## config.mk

```make
export PLATFORM = sky130hd
export DESIGN_NAME = rx_udp
export DESIGN_NICKNAME = d
export VERILOG_FILES = /design/src/rtl/rx_udp.sv
export SDC_FILE = /design/constraint.sdc
export NUM_CORES = 1
export LEC_CHECK = 0
export CORE_ASPECT_RATIO = 2
export CORE_MARGIN = 2
export CORE_UTILIZATION = 40
export DETAILED_ROUTE_END_ITERATION = 12
export PLACE_DENSITY = 0.73
export SLEW_MARGIN = 25
export SYNTH_ARGS = -nofsm -noshare
export SYNTH_HDL_FRONTEND = slang
export SYNTH_SLANG_ARGS = --single-unit
```

## constraint.sdc

```tcl
create_clock -name RX_CLK -period 3.46 [get_ports RX_CLK]
set_clock_uncertainty 0.15 [all_clocks]
set_input_delay 0.346 -clock RX_CLK [delete_from_list [all_inputs] [get_ports RX_CLK]]
set_output_delay 0.346 -clock RX_CLK [all_outputs]
set_load 0.02 [all_outputs]
```

## src/rtl/rx_udp.sv

```systemverilog
// UDP receive stage: parses the 8-byte UDP header from the IPv4 payload stream, filters on
// destination port and forwards only the datagram payload with SOP/EOP, trimming padding.
module rx_udp #(
    parameter int OCT     = 8,
    parameter int UDP_HDR = 8
) (
    input  logic               RX_CLK,
    input  logic               rst_n,
    input  logic [2*OCT-1:0]   udp_port,
    input  logic [4*OCT-1:0]   rx_src_ip,
    input  logic               rx_data_udp,
    input  logic [OCT-1:0]     rx_data,
    output logic               rx_udp_valid,
    output logic [OCT-1:0]     rx_udp_data,
    output logic               rx_udp_sop,
    output logic               rx_udp_eop,
    output logic [2*OCT-1:0]   rx_udp_src_port,
    output logic [4*OCT-1:0]   rx_udp_src_ip,
    output logic [2*OCT-1:0]   rx_udp_len,
    output logic               rx_udp_err
);

    typedef enum logic [1:0] {
        ST_HDR     = 2'd0,
        ST_PAYLOAD = 2'd1,
        ST_DROP    = 2'd2
    } state_t;

    localparam logic [2:0]       HDR_LAST = 3'(UDP_HDR - 1);
    localparam logic [2*OCT-1:0] HDR_LEN  = (2*OCT)'(UDP_HDR);

    state_t             state_r, state_s;
    logic [2:0]         cnt_r, cnt_s;
    logic [2*OCT-1:0]   src_port_r, src_port_s;
    logic [2*OCT-1:0]   dst_port_r, dst_port_s;
    logic [2*OCT-1:0]   len_r, len_s;
    logic [2*OCT-1:0]   remaining_r, remaining_s;
    logic               first_r, first_s;

    logic               valid_s, sop_s, eop_s, err_s;
    logic [OCT-1:0]     data_s;
    logic [2*OCT-1:0]   out_port_s, out_len_s;
    logic [4*OCT-1:0]   out_ip_s;

    // Next-state, header field capture and payload output decode
    always_comb begin
        state_s     = state_r;
        cnt_s       = cnt_r;
        src_port_s  = src_port_r;
        dst_port_s  = dst_port_r;
        len_s       = len_r;
        remaining_s = remaining_r;
        first_s     = first_r;
        valid_s     = 1'b0;
        sop_s       = 1'b0;
        eop_s       = 1'b0;
        err_s       = 1'b0;
        data_s      = rx_udp_data;
        out_port_s  = rx_udp_src_port;
        out_ip_s    = rx_udp_src_ip;
        out_len_s   = rx_udp_len;

        if (!rx_data_udp) begin
            // A frame boundary while payload is still owed means the datagram was cut short
            if (state_r == ST_PAYLOAD) begin
                err_s = 1'b1;
            end else begin
                err_s = 1'b0;
            end
            state_s = ST_HDR;
            cnt_s   = 3'd0;
        end else begin
            case (state_r)
                ST_HDR: begin
                    // Checksum bytes (6-7) are not verified, so they are simply counted past
                    case (cnt_r)
                        3'd0, 3'd1: src_port_s = {src_port_r[OCT-1:0], rx_data};
                        3'd2, 3'd3: dst_port_s = {dst_port_r[OCT-1:0], rx_data};
                        3'd4, 3'd5: len_s      = {len_r[OCT-1:0], rx_data};
                        default:    len_s      = len_r;
                    endcase
                    if (cnt_r == HDR_LAST) begin
                        cnt_s = 3'd0;
                        if ((dst_port_r == udp_port) && (len_r > HDR_LEN)) begin
                            state_s     = ST_PAYLOAD;
                            remaining_s = len_r - HDR_LEN;
                            first_s     = 1'b1;
                            out_port_s  = src_port_r;
                            out_ip_s    = rx_src_ip;
                            out_len_s   = len_r - HDR_LEN;
                        end else begin
                            state_s = ST_DROP;
                        end
                    end else begin
                        cnt_s = cnt_r + 3'd1;
                    end
                end
                ST_PAYLOAD: begin
                    valid_s     = 1'b1;
                    data_s      = rx_data;
                    sop_s       = first_r;
                    first_s     = 1'b0;
                    remaining_s = remaining_r - (2*OCT)'(1);
                    if (remaining_r == (2*OCT)'(1)) begin
                        eop_s   = 1'b1;
                        state_s = ST_DROP;
                    end else begin
                        eop_s   = 1'b0;
                    end
                end
                ST_DROP: begin
                    state_s = ST_DROP;
                end
                default: begin
                    state_s = ST_HDR;
                    cnt_s   = 3'd0;
                end
            endcase
        end
    end

    // Parser state registers
    always_ff @(posedge RX_CLK or negedge rst_n) begin
        if (!rst_n) begin
            state_r     <= ST_HDR;
            cnt_r       <= 3'd0;
            src_port_r  <= '0;
            dst_port_r  <= '0;
            len_r       <= '0;
            remaining_r <= '0;
            first_r     <= 1'b0;
        end else begin
            state_r     <= state_s;
            cnt_r       <= cnt_s;
            src_port_r  <= src_port_s;
            dst_port_r  <= dst_port_s;
            len_r       <= len_s;
            remaining_r <= remaining_s;
            first_r     <= first_s;
        end
    end

    // Registered outputs, one cycle behind the accepted input byte
    always_ff @(posedge RX_CLK or negedge rst_n) begin
        if (!rst_n) begin
            rx_udp_valid    <= 1'b0;
            rx_udp_data     <= '0;
            rx_udp_sop      <= 1'b0;
            rx_udp_eop      <= 1'b0;
            rx_udp_err      <= 1'b0;
            rx_udp_src_port <= '0;
            rx_udp_src_ip   <= '0;
            rx_udp_len      <= '0;
        end else begin
            rx_udp_valid    <= valid_s;
            rx_udp_data     <= data_s;
            rx_udp_sop      <= sop_s;
            rx_udp_eop      <= eop_s;
            rx_udp_err      <= err_s;
            rx_udp_src_port <= out_port_s;
            rx_udp_src_ip   <= out_ip_s;
            rx_udp_len      <= out_len_s;
        end
    end

endmodule

```

==> results.yml <==
status:
  status: "completed"
drt:
  vias_per_cell: 5.27
  routed-via-count: 4647
  ant_nets: 0
  drt_iter0_markers: 249
  drt-pass1-iter-count: 4
  routed_wl_mm: 15.8
  drc: 0
  wl_per_cell_um: 17.9
synth:
  synth_compound_area_share_pct: 6.76
  yosys.area_share.adder_pct: 2.29
  synth_warnings: 0
  synth_flop_cell: "dfrtp_1"
  syn_area_per_cell_um2: 12.6
  synth_mux_area_share_pct: 19.0
  synth_nets: 593
  synth-simple-area-share_pct: 9.85
  synth_top_family_by_area: "multiplexers"
  synth-seq-area-share_pct: 55.7
  synth_edf_count: 0
  async_reset_ff_share_pct: 100
  synthDistinctLibCells: 52
  synthesis.instances: 522
  syn-cell-area_mm2: 0.00656
  ys_seq_elements: 146
  synth_xor_area_share_pct: 3.74
pwr:
  totalPowerFinal_mw: 4.58
  power.leakage_nw: 4.04
  pwr_density_cell_mw_per_mm2: 525
  vdd_drop_max_uv: 400
layout:
  area_growth_pct: 33.1
  diodes: 0
  nets: 736
  final_layout_size_suffix_gt1_share_pct: 23.5
  final_cell_area_mm2: 0.00873
  fin_cells: 882
timing:
  rsz0062_at_grt: "false"
  setup_viol: 0
  max_slew.worst_pin.slew_ns: 0.831
  fin_ws_ns: 0.739
  hold_viol: 0
  maxSlewHeadroom_pct: 44.6
  fmax_mhz: 368
  fin_crit_sh_pct: 78.6
  setup_tns_ns: 0
  final_max_slew_viol_count: 0
  period_minus_slack_ns: 2.72
die:
  start_util_pct: 40.5
  rows: 66
  coreArea_mm2: 0.0162
  dieArea_mm2: 0.0175
  die_width_um: 94.5
  fp.dieH_um: 185
  pin_count: 135
placement:
  place_congestion: 0.875
  pre_cts_ws_ns: 0.490
  dp.cells: 849
  io_buffers: 134
  dp_hpwl_mm: 11.6
  dpl_cell_area_mm2: 0.00817
grt:
  grt_pass1_wl_mm: 25.1
  first_global_vias: 4928
  antenna_found_initial: 0
  overflow: 0
  grt_max_degree: 91
  grtUsageTotal_pct: 18.9
clock_tree:
  postCtsSetupBuffers: 0
  htree_levels: 4
  numCtsBuffers: 17
  cts.sinks: 146
  clock-root-buffer: "clkbuf_16"
  post_cts_resized: 0
  cts_tree: "done"
  clkTransAtPathRegs_ns: 0.06
  clock_latency_ns: 0.41
  clock_path_buffers: 2
worst_setup_path:
  endpoint_kind: "register"
  crit_type: "reg2reg"
  arrival_ns: 2.89
  critPathMaxFanout: 6
  cp-start-kind: "register"
  worstPathRequired_ns: 3.63
hold_path:
  min_path_type: "reg2reg"
job:
  cap_violations: 0
## stage by stage
stage	hold WS (ns)	util (%)
6_report	0.348	53.9
5_1_grt	0.369	53.9
4_1_cts	0.356	53.9
3_5_place_dp	0.326	50.5
3_3_place_gp	0.321	50.5
2_1_floorplan	-0.0996	-
## placed cells by master (no fill, tap or decap), types with 12 or more instances in the layout
| cell | instances |
|---|---|
| dfrtp_1 | 146 |
| clkdlybuf4s50_1 | 133 |
| mux2_2 | 101 |
| nor2_1 | 31 |
| nand2_1 | 23 |
| xor2_1 | 20 |
| nor3_1 | 19 |
| clkbuf_16 | 17 |
| inv_1 | 16 |
| a21oi_1 | 16 |
| ha_1 | 12 |
## synth_stat cells, types with 2 or more instances
cell type / n / area (um^2)
nor2b_1: 3 / 18.8
and3_1: 5 / 31.3
o21ai_0: 11 / 55.1
a22o_1: 5 / 43.8
o21bai_1: 2 / 15.0
o22a_1: 3 / 26.3
nand2_1: 23 / 86.3
or4_4: 2 / 22.5
a311oi_1: 3 / 26.3
o211ai_1: 6 / 45.0
or2_2: 3 / 18.8
mux2_2: 101 / 1140
nand3_1: 9 / 45.0
or3_1: 4 / 25.0
mux2i_1: 6 / 60.1
xnor2_1: 8 / 70.1
nor3b_1: 3 / 22.5
nor3_1: 19 / 95.1
nand4_1: 3 / 18.8
nor4_1: 8 / 50.1
nor2_1: 31 / 116
a21oi_1: 16 / 80.1
a31oi_1: 4 / 25.0
a211oi_1: 2 / 15.0
clkbuf_1: 16 / 60.1
mux2_1: 4 / 45.0
buf_2: 3 / 15.0
buf_6: 3 / 33.8
o211a_1: 3 / 30.0
xor2_1: 20 / 175
dfrtp_1: 146 / 3650
ha_1: 12 / 150
inv_1: 16 / 60.1
## worst max-delay path: stages (launching register included)
cell,delay (ns)
dfrtp_1,0.46
or4_4,0.57
or3_4,0.41
nor2_4,0.26
nor3_1,0.11
buf_4,0.18
a41o_1,0.24
a211oi_1,0.24
## registers in the layout (all words and copies together) (netlist names)
signal	cells
rx_udp_src_ip	32
dst_port_r	16
len_r	16
remaining_r	16
rx_udp_len	16
rx_udp_src_port	16
src_port_r	16
rx_udp_data	8
cnt_r	3
state_r	2
first_r	1
rx_udp_eop	1
rx_udp_err	1
rx_udp_sop	1
rx_udp_valid	1
## logic make-up (layout without fill, tap and decap cells)
| group | Yosys count | after routing |
|---|---|---|
| DFF | 146 | 146 |
| xor gates and xnor gates | 28 | 28 |
| buffers and inverters | 39 | 195 |
| AOI/OAI and AO/OA | 63 | 63 |
| adders and majority gates | 12 | 12 |
| and+or+nand+nor | 123 | 123 |
| muxes | 111 | 111 |
## layer usage
| layer | global-route usage [%] | up-vias | part of all wire [%] |
|---|---|---|---|
| met3 | 3.38 | 35 | 2.9 |
| met5 | 0 | - | 0 |
| met2 | 34.9 | 97 | 58 |
| met1 | 19.6 | 2360 | 35 |
| met4 | 10.4 | 0 | 3.9 |
| li1 | - | 2155 | - |
## power by group
part	switching [mW]	leakage, nW	internal, mW
clock	0.758	0.263	0.934
sequential	0.183	1.96	1.91
combinational	0.383	1.81	0.410
## path summary, 6_finish.rpt
| path | startpoint | endpoint | slack (ns) | depth (start not counted) |
|---|---|---|---|---|
| min in group asynchronous | rst_n | src_port_r[5] | 0.42 | 2 |
| worst max-delay path | len_r[6] | remaining_r[9] | 0.74 | 7 |
| worst min-delay path | rx_udp_len[3] | rx_udp_len[3] | 0.35 | 1 |
| worst max register to register | len_r[6] | remaining_r[9] | 0.74 | 7 |
| worst min register to register | rx_udp_len[3] | rx_udp_len[3] | 0.35 | 1 |
| max in group asynchronous | rst_n | remaining_r[2] | 1.97 | 3 |
## timing repair
item,4_1_cts,5_1_grt
hold buffers,1,0
endpoints found under the setup margin,0,0
hold endpoints to repair,87,0
## final cells by class
class	count	area [um^2]
clock buffer	17	425
tap	204	255
timing repair buffer	147	1480
clock inverter	15	123
inverter	16	60.1
fill	1449	7460
sequential	146	3650
multi-input combinational	337	2730
(Power assumes the default switching activity.)
